### src/rtl/xc7_io_pkg.sv
// xc7_io_pkg
//   Shared constants for the xc7 example I/O blocks.
//   CLK_HZ                   : clock frequency assumed by the example tops.
//   DEBOUNCE_CYCLES_DEFAULT  : 10 ms of stable input at CLK_HZ.
//   DEBOUNCE_CNT_W_DEFAULT   : counter width that holds DEBOUNCE_CYCLES_DEFAULT-1.
package xc7_io_pkg;

    localparam int CLK_HZ                  = 100_000_000;
    localparam int DEBOUNCE_CYCLES_DEFAULT = CLK_HZ / 100;
    localparam int DEBOUNCE_CNT_W_DEFAULT  = 20;

endpackage

### src/rtl/debounce_chan.sv
// debounce_chan
//   One input channel: two-flop synchroniser, stability counter, debounced
//   level and registered one-cycle press/release pulses.
//   Ports:
//     clki        in  system clock, rising edge
//     rst_n       in  asynchronous active-low reset
//     btn_in      in  raw pad level, asynchronous to clki
//     btn_state   out debounced level
//     btn_press   out one-cycle pulse on an accepted 0->1 change
//     btn_release out one-cycle pulse on an accepted 1->0 change
module debounce_chan
    import xc7_io_pkg::*;
#(
    parameter int CNT_W           = DEBOUNCE_CNT_W_DEFAULT,
    parameter int DEBOUNCE_CYCLES = DEBOUNCE_CYCLES_DEFAULT
) (
    input  logic clki,
    input  logic rst_n,
    input  logic btn_in,
    output logic btn_state,
    output logic btn_press,
    output logic btn_release
);

    // The counter must be able to hold DEBOUNCE_CYCLES-1 without wrapping.
    if ((DEBOUNCE_CYCLES < 1) ||
        (longint'(DEBOUNCE_CYCLES) > (64'd1 << CNT_W))) begin : g_bad_cfg
        $error("debounce_chan: DEBOUNCE_CYCLES must be in 1 .. 2**CNT_W");
    end

    localparam logic [CNT_W-1:0] CNT_MAX = CNT_W'(DEBOUNCE_CYCLES - 1);

    logic             s1;
    logic             s2;
    logic [CNT_W-1:0] cnt;

    // Saturating increment; the caller never asks past CNT_MAX, so the
    // clamp is only a guard against wrapping.
    function automatic logic [CNT_W-1:0] cnt_inc(input logic [CNT_W-1:0] c);
        if (c == CNT_MAX)
            return c;
        return c + 1'b1;
    endfunction

    always_ff @(posedge clki or negedge rst_n) begin
        if (!rst_n) begin
            s1          <= 1'b0;
            s2          <= 1'b0;
            cnt         <= '0;
            btn_state   <= 1'b0;
            btn_press   <= 1'b0;
            btn_release <= 1'b0;
        end else begin
            // Synchroniser: only s2 is allowed to reach the debounce logic.
            s1          <= btn_in;
            s2          <= s1;
            btn_press   <= 1'b0;
            btn_release <= 1'b0;
            // Debounce: any sample agreeing with the current level restarts
            // the count, so only an unbroken run of DEBOUNCE_CYCLES differing
            // samples is accepted.
            if (s2 == btn_state) begin
                cnt <= '0;
            end else if (cnt == CNT_MAX) begin
                btn_state   <= s2;
                cnt         <= '0;
                btn_press   <= s2;
                btn_release <= ~s2;
            end else begin
                cnt <= cnt_inc(cnt);
            end
        end
    end

endmodule

### src/rtl/button_debounce.sv
// button_debounce
//   Debounces N_BTN asynchronous push-button/switch pads into clean levels
//   plus one-cycle press/release pulses per channel.
//   Ports:
//     clki        in  system clock, rising edge
//     rst_n       in  asynchronous active-low reset
//     btn_in      in  [N_BTN] raw pad levels, active-high
//     btn_state   out [N_BTN] debounced levels
//     btn_press   out [N_BTN] one-cycle pulse on each accepted 0->1 change
//     btn_release out [N_BTN] one-cycle pulse on each accepted 1->0 change
//     any_press   out OR of btn_press, same cycle
module button_debounce
    import xc7_io_pkg::*;
#(
    parameter int N_BTN           = 4,
    parameter int CNT_W           = DEBOUNCE_CNT_W_DEFAULT,
    parameter int DEBOUNCE_CYCLES = DEBOUNCE_CYCLES_DEFAULT
) (
    input  logic             clki,
    input  logic             rst_n,
    input  logic [N_BTN-1:0] btn_in,
    output logic [N_BTN-1:0] btn_state,
    output logic [N_BTN-1:0] btn_press,
    output logic [N_BTN-1:0] btn_release,
    output logic             any_press
);

    for (genvar i = 0; i < N_BTN; i++) begin : g_chan
        debounce_chan #(
            .CNT_W           (CNT_W),
            .DEBOUNCE_CYCLES (DEBOUNCE_CYCLES)
        ) u_chan (
            .clki        (clki),
            .rst_n       (rst_n),
            .btn_in      (btn_in[i]),
            .btn_state   (btn_state[i]),
            .btn_press   (btn_press[i]),
            .btn_release (btn_release[i])
        );
    end

    // Driven only by registered pulses, so no path from btn_in.
    assign any_press = |btn_press;

endmodule

### config.mk
export PLATFORM = sky130hd
export DESIGN_NAME = button_debounce
export DESIGN_NICKNAME = d
export VERILOG_FILES = /design/src/rtl/xc7_io_pkg.sv /design/src/rtl/debounce_chan.sv /design/src/rtl/button_debounce.sv
export SDC_FILE = /design/constraint.sdc
export NUM_CORES = 1
export LEC_CHECK = 0
export ABC_AREA = 1
export CELL_PAD_IN_SITES_DETAIL_PLACEMENT = 1
export CELL_PAD_IN_SITES_GLOBAL_PLACEMENT = 2
export CORE_ASPECT_RATIO = 1.75
export CORE_UTILIZATION = 38
export DETAILED_ROUTE_END_ITERATION = 8
export GPL_TIMING_DRIVEN = 0
export PLACE_DENSITY_LB_ADDON = 0.25
export SLEW_MARGIN = 20
export SYNTH_ARGS = -nofsm -noshare
export SYNTH_HDL_FRONTEND = slang
export SYNTH_HIERARCHICAL = 1
export SYNTH_SLANG_ARGS = --single-unit
### constraint.sdc
create_clock -name clki -period 1.44 [get_ports clki]
set_input_delay 0.36 -clock clki [delete_from_list [all_inputs] [get_ports clki]]
set_output_delay 0.36 -clock clki [all_outputs]
set_load 0.01 [all_outputs]
-- Word-level counts from Yosys, hierarchy flattened
Index checks and enable logic that the tools add are counted.
Widths: inputs -> output; s select.
- multiplexer cells: 36
- bitwise logic cells: 8
- $add $sub $neg: 4
- equality and inequality tests: 8
- reductions and logical operators: 5
- operator list (cell ; count):
    $mux 20 ; 12
    $add 20x1->20 const B ; 4
    $eq 20x20->1 const B ; 4
    $mux 1 ; 24
    $not 1->1 ; 8
    $reduce_and 2->1 ; 4
    $eq 1x1->1 ; 4
    $reduce_or 4->1 ; 1
- output and inout bits: 13
- flip-flop bits (word level): 100

-- Depth between registers and ports, before layout
- depth in word-level cells: 6
- gate-level depth with buffers: 8
- gate-level depth less buffers: 8

-- Cells and area by module
The synthesis kept the hierarchy.
- modules (own cells, without submodules) (module ; sequential area each (µm²) ; area an instance (µm²) ; cells each ; instances):
    debounce_chan ; 625.6 ; 1356.3 ; 162 ; 4
    button_debounce ; 0.0 ; 11.3 ; 3 ; 1

-- Least setup slack after synthesis
OpenSTA, ideal clock, no wires.
- kind: flip-flop to flip-flop
- start point: register g_chan[0].u_chan.cnt[0]
- end point: register g_chan[0].u_chan.cnt[10]
- cell stages (with the launch flop): 8
- library setup time: 0.128 ns
- path slack: 0.189 ns
- clock period less this slack: 1.251 ns
- buffers on the path: 0
- arrival: 1.123 ns
- cells stage by stage: dfrtp_1 -> ha_1 -> nand3_2 -> inv_1 -> nand3b_2 -> inv_1 -> o21ai_0 -> nor2_1
- word-level cells in the longest chain between the ends: 4
- elaborated cells between the ends (all ways): 5
- those cells by class: add/sub (1); eq/ne (1); mux (3)
- ends and longest elaborated chain (item ; line ; source):
    start, declared ; debounce_chan.sv:35 ; logic [CNT_W-1:0] cnt;
    start signal, assigned ; debounce_chan.sv:70 ; cnt <= cnt_inc(cnt);
    $add 20x1->20 ; debounce_chan.sv:42 ; return c + 1'b1;
    $mux 20 ; debounce_chan.sv:42 ;
    $mux 20 * ; debounce_chan.sv:64 ; end else if (cnt == CNT_MAX) begin
    $mux 20 * ; debounce_chan.sv:62 ; if (s2 == btn_state) begin
Every way passes the cells marked *; elsewhere a longest branch is shown, timed or not. The select of a mux whose other input is x is not followed.
A chain may end at the register's enable or synchronous reset.

-- Worst setup path after layout
- start point: register g_chan[0].u_chan.btn_state
- end point: register g_chan[0].u_chan.cnt[3]
- word-level cells in the longest chain between the ends: 2
- ends and longest elaborated chain (item ; line ; source):
    start, declared ; debounce_chan.sv:20 ; output logic btn_state,
    start signal, assigned ; debounce_chan.sv:50 ; btn_state <= 1'b0;
    start signal, assigned ; debounce_chan.sv:65 ; btn_state <= s2;
    $eq 1x1->1 ; debounce_chan.sv:62 ;
    $mux 20 ; debounce_chan.sv:62 ;
Every way passes these cells.

==> results.env <==
CTSROOTBUFFERMASTER='clkbuf_16'
GLOBAL_ROUTE_WIRE_LENGTH_BEFORE_REPAIR_UM=23800
DR_TOTAL_VIAS=4494
P_LEAK_nW=2.89
STDCELL_AREA_SQ_UM=6730
SYNTH_NETS=661
DESIGN_POWER_TOTAL_mW=5.66
TIMING.FMAX_GHz=0.702
INSERTION_DELAY_PS=340
WL_PER_CELL_UM=16.0
POSTSYNTHCELLCOUNT=651
FINAL_MAX_SLEW_VIOL_COUNT=0
VIAS_PER_CELL=5.02
PORTBUFFERS=18
DRT_ITER0_DRC=171
SWITCHINGPOWER_mW=1.30
POST_SYNTH_TOP_AREA_SHARE=0.460
SHARE_OF_POWER_BURNED_IN_COMBINATIONAL_LOGIC=0.053
DP.FINAL_HPWL_UM=9840
GLOBALPLACE.CONGESTION=0.773
CRITICAL_PATH.CELL_CHAIN='inv_2 > nor2_1 > nor2_4 > clkinvlp_4 > buf_8 > nand2_8 > nor2_2'
YOSYS-TOP-CELLS-COUNT='nor2_1 (158), dfrtp_1 (100), nand2_1 (97)'
YS_FF_LATCH=100
FIN_NETS=723
SYNTH-EDFF-COUNT=0
LAYOUT_WORST_PATH_CYCLE_SHARE=0.989
DRIVE_ABOVE_1_SHARE=0.233
SW_FRAC_OF_TOTAL=0.230
WORST_PATH_MAX_DELAY_CELL='dfrtp_2'
ROUTE.FINAL.WIRE_LENGTH_UM=14300
STATUS='complete, no violations'
SYNTHESIS_WARNINGS=6
DOMINANTREGCELLSYNTH='dfrtp_1'
MAXIMUM_NUMBER_OF_PINS_ON_ONE_NET_BEFORE_GLOBAL_ROUTE_REPAIR=71
P_CLK_FRAC=0.436
SYN_TO_FINAL_GROWTH_PCT=23.7
SYNTHESIS.AREA_SQ_UM=5440
EFFECTIVE_UTILIZATION_AT_FLOORPLAN=0.391
PATH_CLK_SLEW_PS=70
DIE_AREA_SQ_UM=14800
ANTENNA_FOUND_INITIAL=0
WORST_IR_DROP_VDD_uV=572
HOLD_VIOL_FINAL=0
SYNTH_TOP_AREA_CELL='dfrtp_1'
CORE-AREA_SQ_UM=13900
FIN_CRIT_PS=1420
CP.ARRIVAL_PS=1650
DRV.MAX_CAP_VIOLATION_COUNT=0
UTILIZATION=0.484
DETAIL_ROUTE.FIRST_PASS.ITERATIONS=4
YOSYS.CELL_TYPES.COUNT=24
POST-PLACE-WS_PS=-229
YOSYSSEQAREASHARE=0.460
WORSTPATHREQUIRED_PS=1660
PLACEMENT_ROWS=57
SYNTH.MOST_COMMON_CELL='nor2_1'
ROUTE.DETAILED.DRC=0
PLACED_CELL_AREA_SQ_UM=5870
INSERTEDDIODECOUNT=0
CTS-BUFFERS-INSERTED=9
SYNTHESIZED_AREA_PER_CELL_SQ_UM=8.35
FIRST_GLOBAL_VIAS=5025
YOSYS-TOP-CELLS-AREA='dfrtp_1 (46%), nor2_1 (11%), nand2_1 (6.7%), nand3_1 (5.2%), nor2_4 (5.0%)'
P_PER_AREA_nW_PER_UM2=841
CP-START-KIND='flop'
DIE-HEIGHT_UM=160
SUM_OF_OVERFLOW_ACROSS_ALL_LAYERS_AFTER_GLOBAL_ROUTING=0
SETUP_VIOL=0
TIGHTEST_SLEW_PS=371
CRITPATHMAXFANOUT=8
TRITONCTS_CLOCK_TREE='done'
SEQPWRFRAC=0.511
H-TREE-DEPTH=3
POWER.INTERNAL_mW=4.36
WORST_PATH_LARGEST_CELL_DELAY_PS=440
NUMCLOCKSINKS=100
GROUTE.USAGE.OVERALL=0.203
MAX_SLEW_MARGIN=0.753
PATH_CLASS='flop to flop'
MIN_PATH_TYPE='flop to flop'
CTS_BUFFER_DEPTH=2
FINAL_ANTENNA_NET_COUNT=0
ASYNC_FLOP_SHARE=1.00
IO_PINS=19
DIE_W_UM=92.4
FIN_WORST_SKEW_PS=11.8
TIMING.CRITICAL_PATH.TO_TYPE='flop'
GRT_SETUP_UNREPAIRED='true'
FIN_WS_PS=16.1
FIN_WORST_HOLD_SLACK_PS=351
layout by cell type (no fill, tap or decap), types with 11 or more instances in the layout:
cell | synthesis | routed
nor3_1 | 12 | 11
nand4_1 | 12 | 12
nand2_1 | 97 | 97
buf_4 | 0 | 22
inv_1 | 68 | 58
xnor2_1 | 12 | 12
nor2_1 | 158 | 139
nand2_2 | 12 | 12
nor2_4 | 24 | 40
nand3_1 | 56 | 52
a21oi_1 | 12 | 11
dfrtp_1 | 100 | 96
xor2_1 | 28 | 27
nor2_2 | 8 | 11
power by group through the flow:
stage | Sequential [mW] | Combinational, mW | Clock, mW
finish | 2.89 | 0.301 | 2.47
floorplan | 2.92 | 0.101 | 0
detailed placement | 2.93 | 0.218 | 0
CTS | 2.88 | 0.257 | 2.57
global route | 2.89 | 0.337 | 2.65
global placement | 2.93 | 0.199 | 0
final cells by class:
type | count | area, sq um
Clock buffer | 10 | 239
Timing Repair Buffer | 43 | 378
Multi-Input combinational cell | 491 | 3050
Inverter | 68 | 270
Tap cell | 177 | 221
Sequential cell | 100 | 2510
Clock inverter | 6 | 62.6
Fill cell | 1700 | 7180
worst max-delay path: cells and delay by family (launching register included):
family	cells	cell delay [ps]
AND/OR/NAND/NOR	4	440
buffers and inverters	3	410
flip-flops	1	440
sequential cells by signal, summed over array words and instances, names as in the netlist:
name and count:
g_chan.u_chan/btn_release 4, g_chan.u_chan/btn_state 4, g_chan.u_chan/cnt 80, g_chan.u_chan/s1 4, g_chan.u_chan/s2 4, g_chan.u_chan/btn_press 4
per-layer routing:
| layer | wire length [um] | vias up | GRT usage |
|---|---|---|---|
| met5 | 0 | - | 0 |
| met4 | 307 | 0 | 0.0732 |
| met3 | 231 | 18 | 0.0286 |
| met2 | 8200 | 40 | 0.394 |
| met1 | 5540 | 2225 | 0.215 |
| li1 | - | 2211 | - |
logic make-up after synthesis:
| group | after synthesis | share of synthesized area |
|---|---|---|
| AO/OA/AOI/OAI | 32 | 0.0359 |
| XOR/XNOR | 40 | 0.0644 |
| adder cells (fa/ha/maj) | 4 | 0.00921 |
| buffers and inverters | 68 | 0.0469 |
| flip-flops | 100 | 0.460 |
| AND/OR/NAND/NOR | 407 | 0.383 |
stage by stage:
step           cells  setup TNS [ps]
2_1_floorplan    651               0
4_1_cts          881               0
6_report         895               0
3_5_place_dp     847           -3840
3_3_place_gp     846         -390600
5_1_grt          895            -876
worst paths after layout:
kind / endpoint / startpoint / slack (ps) / cells after the start
max: g_chan[0].u_chan/cnt[3] / g_chan[0].u_chan/btn_state / 20 / 7
max reg2reg: g_chan[0].u_chan/cnt[3] / g_chan[0].u_chan/btn_state / 20 / 7
max in group asynchronous: g_chan[1].u_chan/cnt[13] / rst_n / 290 / 3
min in group asynchronous: g_chan[0].u_chan/cnt[14] / rst_n / 470 / 2
min: g_chan[3].u_chan/s2 / g_chan[3].u_chan/s1 / 350 / 0
min reg2reg: g_chan[3].u_chan/s2 / g_chan[3].u_chan/s1 / 350 / 0
repair_timing:
action                                 4_1_cts  5_1_grt
hold buffers                                 1        0
endpoints found under the hold margin       30        0
gates resized for setup                     38       58
setup endpoints to repair                   67       68
gates cloned                                 6        2
pin swaps                                    8       23
setup buffers                               11       12
No activity file was read; power rests on OpenSTA's default activity.
